<file path="config.mk">
export PLATFORM = sky130hd
export DESIGN_NAME = float_copro_ctrl
export DESIGN_NICKNAME = d
export VERILOG_FILES = /design/src/rtl/float_copro_ctrl.sv
export SDC_FILE = /design/constraint.sdc
export NUM_CORES = 1
export LEC_CHECK = 0
export CELL_PAD_IN_SITES_DETAIL_PLACEMENT = 1
export CELL_PAD_IN_SITES_GLOBAL_PLACEMENT = 1
export CORE_MARGIN = 4
export CORE_UTILIZATION = 23
export CTS_CLUSTER_DIAMETER = 60
export DETAILED_ROUTE_END_ITERATION = 12
export PLACE_DENSITY = 0.74
export RECOVER_POWER = 50
export SLEW_MARGIN = 20
export SYNTH_ARGS = -nofsm -noshare
export SYNTH_HDL_FRONTEND = slang
export SYNTH_SLANG_ARGS = --single-unit
</file>
<file path="constraint.sdc">
create_clock -name clk -period 1.7 [get_ports clk]
set_clock_uncertainty 0.1 [all_clocks]
set_input_delay 0.17 -clock clk [delete_from_list [all_inputs] [get_ports clk]]
set_output_delay 0.17 -clock clk [all_outputs]
set_load 0.02 [all_outputs]
</file>
<file path="src/rtl/float_copro_ctrl.sv">
// Command sequencer for the float coprocessor: dispatches one op at a time to the
// external multiplier or add/sub unit and holds the result. Optional macro: FLOAT_CTRL_MAC_EN.
module float_copro_ctrl #(
    parameter int FW      = 32,
    parameter int MUL_LAT = 2,
    parameter int ADD_LAT = 3
) (
    input  logic          clk,
    input  logic          reset_n,
    input  logic          cmd_valid,
    output logic          cmd_ready,
    input  logic [1:0]    cmd_op,
    input  logic [FW-1:0] cmd_a,
    input  logic [FW-1:0] cmd_b,
    output logic [FW-1:0] mul_op1,
    output logic [FW-1:0] mul_op2,
    output logic          mul_start,
    input  logic [FW-1:0] mul_res,
    output logic [FW-1:0] add_op1,
    output logic [FW-1:0] add_op2,
    output logic          add_sub,
    output logic          add_start,
    input  logic [FW-1:0] add_res,
    output logic          res_valid,
    input  logic          res_ready,
    output logic [FW-1:0] res_data,
    output logic          res_err,
    output logic          busy
);

    localparam int MAX_LAT = (MUL_LAT > ADD_LAT) ? MUL_LAT : ADD_LAT;
    localparam int CW      = $clog2(MAX_LAT) + 1;

    localparam logic [1:0] OP_MUL = 2'b00;
    localparam logic [1:0] OP_ADD = 2'b01;
    localparam logic [1:0] OP_SUB = 2'b10;
    localparam logic [1:0] OP_SPC = 2'b11;

    typedef enum logic [2:0] {
        S_IDLE,
        S_ISSUE,
        S_WAIT,
`ifdef FLOAT_CTRL_MAC_EN
        S_MACADD,
        S_MACWAIT,
`endif
        S_HOLD
    } state_t;

    state_t         state_q, state_d;
    logic [1:0]     op_q;
    logic [FW-1:0]  op_a_q, op_b_q;
    logic           add_sub_q;
    logic [CW-1:0]  cnt_q;
    logic [FW-1:0]  res_data_q;
    logic           res_err_q;
    logic           cmd_fire;
    logic           cnt_zero;
`ifdef FLOAT_CTRL_MAC_EN
    logic [FW-1:0]  acc_q;
    logic           mac_clear;

    assign mac_clear = (cmd_a == '0) && (cmd_b == '0);
`endif

    assign cmd_fire = cmd_valid && cmd_ready;
    assign cnt_zero = (cnt_q == '0);

    // NOTE: sequential state uses non-blocking assignments so every register samples pre-edge values.
    always_ff @(posedge clk) begin
        if (!reset_n) state_q <= S_IDLE;
        else          state_q <= state_d;
    end

    // NOTE: every combinational output gets a default first, so no path can infer a latch.
    always_comb begin
        state_d   = state_q;
        mul_start = 1'b0;
        add_start = 1'b0;
        case (state_q)
            S_IDLE: begin
                if (cmd_fire) begin
                    if (cmd_op == OP_SPC) begin
`ifdef FLOAT_CTRL_MAC_EN
                        state_d = mac_clear ? S_HOLD : S_ISSUE;
`else
                        state_d = S_HOLD;
`endif
                    end else begin
                        state_d = S_ISSUE;
                    end
                end
            end
            S_ISSUE: begin
`ifdef FLOAT_CTRL_MAC_EN
                mul_start = (op_q == OP_MUL) || (op_q == OP_SPC);
`else
                mul_start = (op_q == OP_MUL);
`endif
                add_start = (op_q == OP_ADD) || (op_q == OP_SUB);
                state_d   = S_WAIT;
            end
            S_WAIT: begin
                if (cnt_zero) begin
`ifdef FLOAT_CTRL_MAC_EN
                    state_d = (op_q == OP_SPC) ? S_MACADD : S_HOLD;
`else
                    state_d = S_HOLD;
`endif
                end
            end
`ifdef FLOAT_CTRL_MAC_EN
            S_MACADD: begin
                add_start = 1'b1;
                state_d   = S_MACWAIT;
            end
            S_MACWAIT: begin
                if (cnt_zero) state_d = S_HOLD;
            end
`endif
            S_HOLD: begin
                if (res_ready) state_d = S_IDLE;
            end
            default: state_d = S_IDLE;
        endcase
    end

    always_ff @(posedge clk) begin
        if (!reset_n) begin
            op_q       <= OP_MUL;
            op_a_q     <= '0;
            op_b_q     <= '0;
            add_sub_q  <= 1'b0;
            cnt_q      <= '0;
            res_data_q <= '0;
            res_err_q  <= 1'b0;
`ifdef FLOAT_CTRL_MAC_EN
            acc_q      <= '0;
`endif
        end else begin
            case (state_q)
                S_IDLE: begin
                    if (cmd_fire) begin
                        op_q      <= cmd_op;
                        op_a_q    <= cmd_a;
                        op_b_q    <= cmd_b;
                        add_sub_q <= (cmd_op == OP_SUB);
`ifdef FLOAT_CTRL_MAC_EN
                        if (cmd_op == OP_SPC && mac_clear) begin
                            res_data_q <= '0;
                            res_err_q  <= 1'b0;
                            acc_q      <= '0;
                        end
`else
                        if (cmd_op == OP_SPC) begin
                            res_data_q <= '0;
                            res_err_q  <= 1'b1;
                        end
`endif
                    end
                end
                S_ISSUE: begin
                    // MAC ops start on the multiplier, so they share its latency here.
                    if (op_q == OP_MUL || op_q == OP_SPC) cnt_q <= CW'(MUL_LAT - 1);
                    else                                  cnt_q <= CW'(ADD_LAT - 1);
                end
                S_WAIT: begin
                    if (!cnt_zero) begin
                        cnt_q <= cnt_q - CW'(1);
                    end
`ifdef FLOAT_CTRL_MAC_EN
                    else if (op_q == OP_SPC) begin
                        op_a_q    <= mul_res;
                        op_b_q    <= acc_q;
                        add_sub_q <= 1'b0;
                    end
`endif
                    else begin
                        res_data_q <= (op_q == OP_MUL) ? mul_res : add_res;
                        res_err_q  <= 1'b0;
                    end
                end
`ifdef FLOAT_CTRL_MAC_EN
                S_MACADD: cnt_q <= CW'(ADD_LAT - 1);
                S_MACWAIT: begin
                    if (!cnt_zero) begin
                        cnt_q <= cnt_q - CW'(1);
                    end else begin
                        res_data_q <= add_res;
                        res_err_q  <= 1'b0;
                        acc_q      <= add_res;
                    end
                end
`endif
                default: ;
            endcase
        end
    end

    // Both units read the same operand registers; only the start pulse selects which one runs.
    assign mul_op1   = op_a_q;
    assign mul_op2   = op_b_q;
    assign add_op1   = op_a_q;
    assign add_op2   = op_b_q;
    assign add_sub   = add_sub_q;
    assign cmd_ready = (state_q == S_IDLE);
    assign busy      = (state_q != S_IDLE);
    assign res_valid = (state_q == S_HOLD);
    assign res_data  = res_data_q;
    assign res_err   = res_err_q;

endmodule

</file>
**After elaboration in Yosys (flattened, before gate mapping)**

Cells that the tools add are included.

- Register bits after elaboration: 106
- Input port bits: 134
- Output and inout port bits: 167
- Word-level logic and storage cells: 54

- Add/sub/neg operators: 1
- Equal/unequal tests: 13
- Mux-type cells: 19
- Reductions and logical operators: 13

Operators with widths:

| operator | number |
|---|---|
| $mux W32 | 4 |
| $pmux W32 S2 | 1 |
| $mux W3 | 4 |
| $pmux W3 S4 | 1 |
| $eq A2 B2 Y1 const B | 4 |
| $eq A3 B2 Y1 const B | 2 |
| $logic_not A3 Y1 | 2 |
| $ne A2 B1 Y1 const B | 3 |
| $pmux W3 S2 | 1 |
| $mux W1 | 5 |
| $mux W2 | 2 |
| $ne A2 B2 Y1 const B | 2 |
| $reduce_and A2 Y1 | 2 |
| $reduce_and A4 Y1 | 1 |
| $reduce_bool A2 Y1 | 2 |
| $eq A3 B1 Y1 const B | 1 |
| $reduce_and A3 Y1 | 1 |
| $reduce_bool A3 Y1 | 1 |
| $sub A3 B1 Y3 const B | 1 |
| $eq A2 B1 Y1 const B | 1 |
| $logic_not A2 Y1 | 1 |
| $logic_or A1 B1 Y1 | 2 |
| $pmux W1 S2 | 1 |
| $logic_and A1 B1 Y1 | 1 |

**Depth between registers and ports, before layout**

- Depth in word-level cells: 4
- Gate-level depth with buffers: 8
- Gate-level depth less buffers: 5

**Worst setup path after synthesis**

OpenSTA, ideal clock, no wires.

- Path kind: reg2reg
- From: register state_q[0]
- To: register res_data_q[10] (netlist: res_data[10])
- Library setup time: 0.072 ns
- Arrival time: 1.570 ns
- Data required time: 1.528 ns
- Path slack: -0.042 ns
- Stages on the path, launching flop included: 8
- Path buffers: 2
- Period minus slack after synthesis: 1.742 ns
- Cells stage by stage: dfxtp_1 inv_1 ha_1 buf_6 and2b_4 o221ai_4 buf_12 mux2i_1

- Word-level cells in the longest chain between the ends: 4
- Elaborated cells on any way between the ends: 9
- Those cells by class: eq/ne (4); mux (1); reduce/logical (4)

Ends and longest elaborated chain:

| element | RTL line | source |
|---|---|---|
| from (decl) | 50 | `state_t state_q, state_d;` |
| from (signal assigned) | 72 | `else state_q <= state_d;` |
| $logic_not A3 Y1 | 141, 206 |  |
| $logic_and A1 B1 Y1 | 66 | `assign cmd_fire = cmd_valid && cmd_ready;` |
| $ne A2 B1 Y1 (no source line) | n/a |  |
| $reduce_and A4 Y1 (no source line) | n/a |  |
| to (signal assigned) | 179 | `res_data_q <= (op_q == OP_MUL) ? mul_res : add_res;` |
| to (decl) | 55 | `logic [FW-1:0] res_data_q;` |

Parallel ways exist; a longest one is shown, timed or not.
A chain may end at the register's enable or synchronous reset.

**Final worst setup path**

- From: register state_q[1]
- To: register res_data_q[4] (netlist: res_data[4])

Same word-level chain as after synthesis.

==> summary.md <==
| Metric | Value |
|---|---|
| RSZ-0062 raised after global routing | true |
| Placed cell count | 1085 |
| Critical path type | register to register |
| Final setup vio count | 0 |
| Clock root cell | clkbuf_16 |
| Post-synthesis mux area share | 0.141 |
| Fin. Hold Viols | 0 |
| Post-synth EDFFs | 0 |
| Synth Area in Simple Gates | 0.176 |
| Syn avg cell area | ~8.4 µm² |
| Drt initial violations | 128 |
| GRT overflow | 0 |
| Setup_tns | 0 ns |
| Vias in the first global route | 4996 |
| CTS tree | yes |
| Fmax | between 0.6 and 0.7 GHz |
| Clk buf depth | 2 |
| CP Cell Sequence | buf_6, ha_4, and2b_4, o221ai_4, buf_12, buf_12, mux2i_1 |
| Area delta synth->final | 67.0% |
| Slowest-stage cell, CP | dfxtp_2 |
| Post-route total power | between 10 and 15 mW |
| Routed wire length | 18000 µm |
| Dpl hpwl | 13600 µm |
| Worst EP required | 1.87 ns |
| Worst min path class | input pin to register |
| Post-synthesis cell area | just under 0.005 mm² |
| FP Rows | 53 |
| Largest family of logic cells by synthesized area | simple AND/OR/NAND/NOR gates |
| PortBufs | 300 |
| Async S/R FF share, synth | 0 |
| Initial antenna violation count | 0 |
| Total track usage | 0.146 |
| Startpoint types | register |
| Final Max Tran Viols | 0 |
| Worst slew pin tran | 0.373 ns |
| Starting Density | 0.235 |
| Arrival time at the worst endpoint | 1.82 ns |
| Drc violations | 0 |
| Routability cong. | 0.763 |
| Cells on worst reg2reg path | 7 |
| Routed Antenna Nets | 0 |
| Most frequent cells in the layout | clkdlybuf4s50_1, nand2_1, dfxtp_1, a21oi_1, mux2i_1 |
| Worst-path clk slew | 0.07 ns |
| Synth unique cells | 31 |
| Wire per inst | 16.3 µm |
| Critical Path Sink | res_data[4]$_SDFFE_PN0P_ |
| Core area | approximately 0.021 mm² |
| Top FF cell, synth | dfxtp_1 |
| R2R Path End | res_data[4]$_SDFFE_PN0P_ |
| Die Width | around 150 µm |
| P per Cell Area | 1210 mW/mm² |
| TritonCTS buffer count | 9 |
| Ratio of cells with drive above 1 in the final layout | 0.118 |
| Yosys warning count | 0 |
| Post-Synthesis Cells | just under 600 |
| Vias per Instance | between 4 and 5 |
| Worst setup margin | between 0.04 and 0.05 ns |
| Synth Area in XOR/XNOR | 0 |
| Skew-Pair Late Insertion Delay | between 0.3 and 0.4 ns |
| Clock Sinks | between 100 and 150 |
| Hold Slack | 0.265 ns |
| Max Cap Viol | 0 |
| Slew headroom | 0.752 |
| Hold Crit Start | cmd_a[28] |
| DR pass1 iterations | 4 |
| Critical path's most frequent cell | buf_12 |
| Compound-Gate Fraction of Synth Area | 0.0887 |
| Non-filler cells, final | between 1000 and 1500 |
| Die area | about 0.024 mm² |
| IO Count | about 300 |
| Die height | between 150 and 200 µm |
| Vias | 4724 |
| Peak supply drop | about 0.47 mV |
| Min cycle time layout | about 1.7 ns |
| First-pass GRT wire length | 27900 µm |
| Status | finished, final reports clean |
| Pre-CTS WS | -0.0443 ns |
| H-tree levels | 3 |
| Crit-path max FO | 10 |
| RR Startpoint | state_q[1]$_SDFFE_PN0P_ |
| Area share of fa/ha/maj cells after synthesis | 0.0202 |
| Post-Syn Nets | about 730 |
| Register area share after synthesis | 0.423 |
| Flop2flop setup slack | approximately 0.048 ns |
| Largest net degree at the start of global routing | 54 |
| Most common cell after layout, fill and taps aside | clkdlybuf4s50_1 |
| Final worst-path cycle share | 0.972 |
| Worst setup EP type | register |
| Leakage | between 3 and 4 nW |
| Max stage delay on crit path | 0.34 ns |
| Hold_buf cts | 0 |
| #FFs+latches synth | between 100 and 150 |
| Critical Path Start | state_q[1]$_SDFFE_PN0P_ |
| Final net count | 969 |
-- synth_stat cells, drive strengths merged, types with 2 or more instances --
library cell	count	area (µm²)
inv	11	41.3
mux2i	34	340
o21ai	4	20.0
clkbuf	17	63.8
nor2	2	7.51
and2b	2	20.0
a21oi	68	340
mux2	32	360
dfxtp	105	2100
ha	8	100
and2	4	25.0
buf	85	644
nor2b	2	12.5
nand2	202	758
-- kinds of logic after synthesis --
logic type / Yosys count
compound gates: 79
flops: 105
mux: 66
fa+ha+maj: 8
buf+inv: 113
simple gates: 218
-- flip-flops by register name, indices dropped and copies added (netlist names) --
signal	cells
add_op1	32
op_q	2
state_q	2
cnt_q	3
add_sub	1
res_err	1
add_op2	32
res_data	32
-- stage by stage --
| stage | cell area, µm² | utilization |
|---|---|---|
| after CTS | 8310 | 0.393 |
| after global routing | 8290 | 0.392 |
| after global placement | 7870 | 0.372 |
| after detailed placement | 7870 | 0.372 |
| after floorplan | 4970 | - |
| final | 8290 | 0.392 |
-- area by class of cell --
class | count | area [µm²]
repair buffers | 329 | 3310
clock buffers | 12 | 246
diodes | 1 | 2.50
multi-input cells | 371 | 2160
fillers | 2444 | 12900
well taps | 275 | 344
clock inverters | 4 | 76.3
inverters | 11 | 46.3
flip-flops and latches | 105 | 2110
-- where the power goes --
group	total, mW	switching, mW	internal, mW	leakage (nW)
sequential	3.10	0.279	2.82	0.857
clock	2.28	0.943	1.34	0.153
combinational	4.64	2.34	2.30	2.15
total	10.0	3.56	6.46	3.16
-- routing by layer --
layer  track usage  up-vias  wire (µm)
li1              -     2317          -
met1         0.167     2240       7150
met2         0.263      150       9480
met3        0.0328       17       1120
met4        0.0530        0        282
met5             0        -          0
-- worst min-delay path by stage --
stage | to | slack [ns] | depth (start not counted)
finish | add_op1[28]$_SDFFE_PN0P_ | 0.26 | 3
detailed placement | res_data[1]$_SDFFE_PN0P_ | 0.36 | 2
global route | add_op2[30]$_SDFFE_PN0P_ | 0.26 | 3
CTS | add_op1[17]$_SDFFE_PN0P_ | 0.24 | 3
floorplan | op_q[0]$_SDFFE_PN0P_ | 0.21 | 2
global placement | res_data[17]$_SDFFE_PN0P_ | 0.34 | 2
-- worst max-delay path, delay by kind of cell, from the launching register on --
| family | cells | cell delay, ns |
|---|---|---|
| multiplexers | 1 | 0.20 |
| flip-flops | 1 | 0.34 |
| AO/OA/AOI/OAI | 1 | 0.15 |
| adder cells (fa/ha/maj) | 1 | 0.17 |
| AND/OR/NAND/NOR | 1 | 0.17 |
| buffers and inverters | 3 | 0.44 |
-- what timing repair did --
| item | in CTS | in global routing |
|---|---|---|
| gates resized for setup | 24 | 22 |
| setup endpoints to repair | 34 | 44 |
| pin swaps | 0 | 2 |
| cloned | 2 | 1 |
| buffers inserted | 2 | 1 |
No activity file was read; power rests on OpenSTA's default activity.
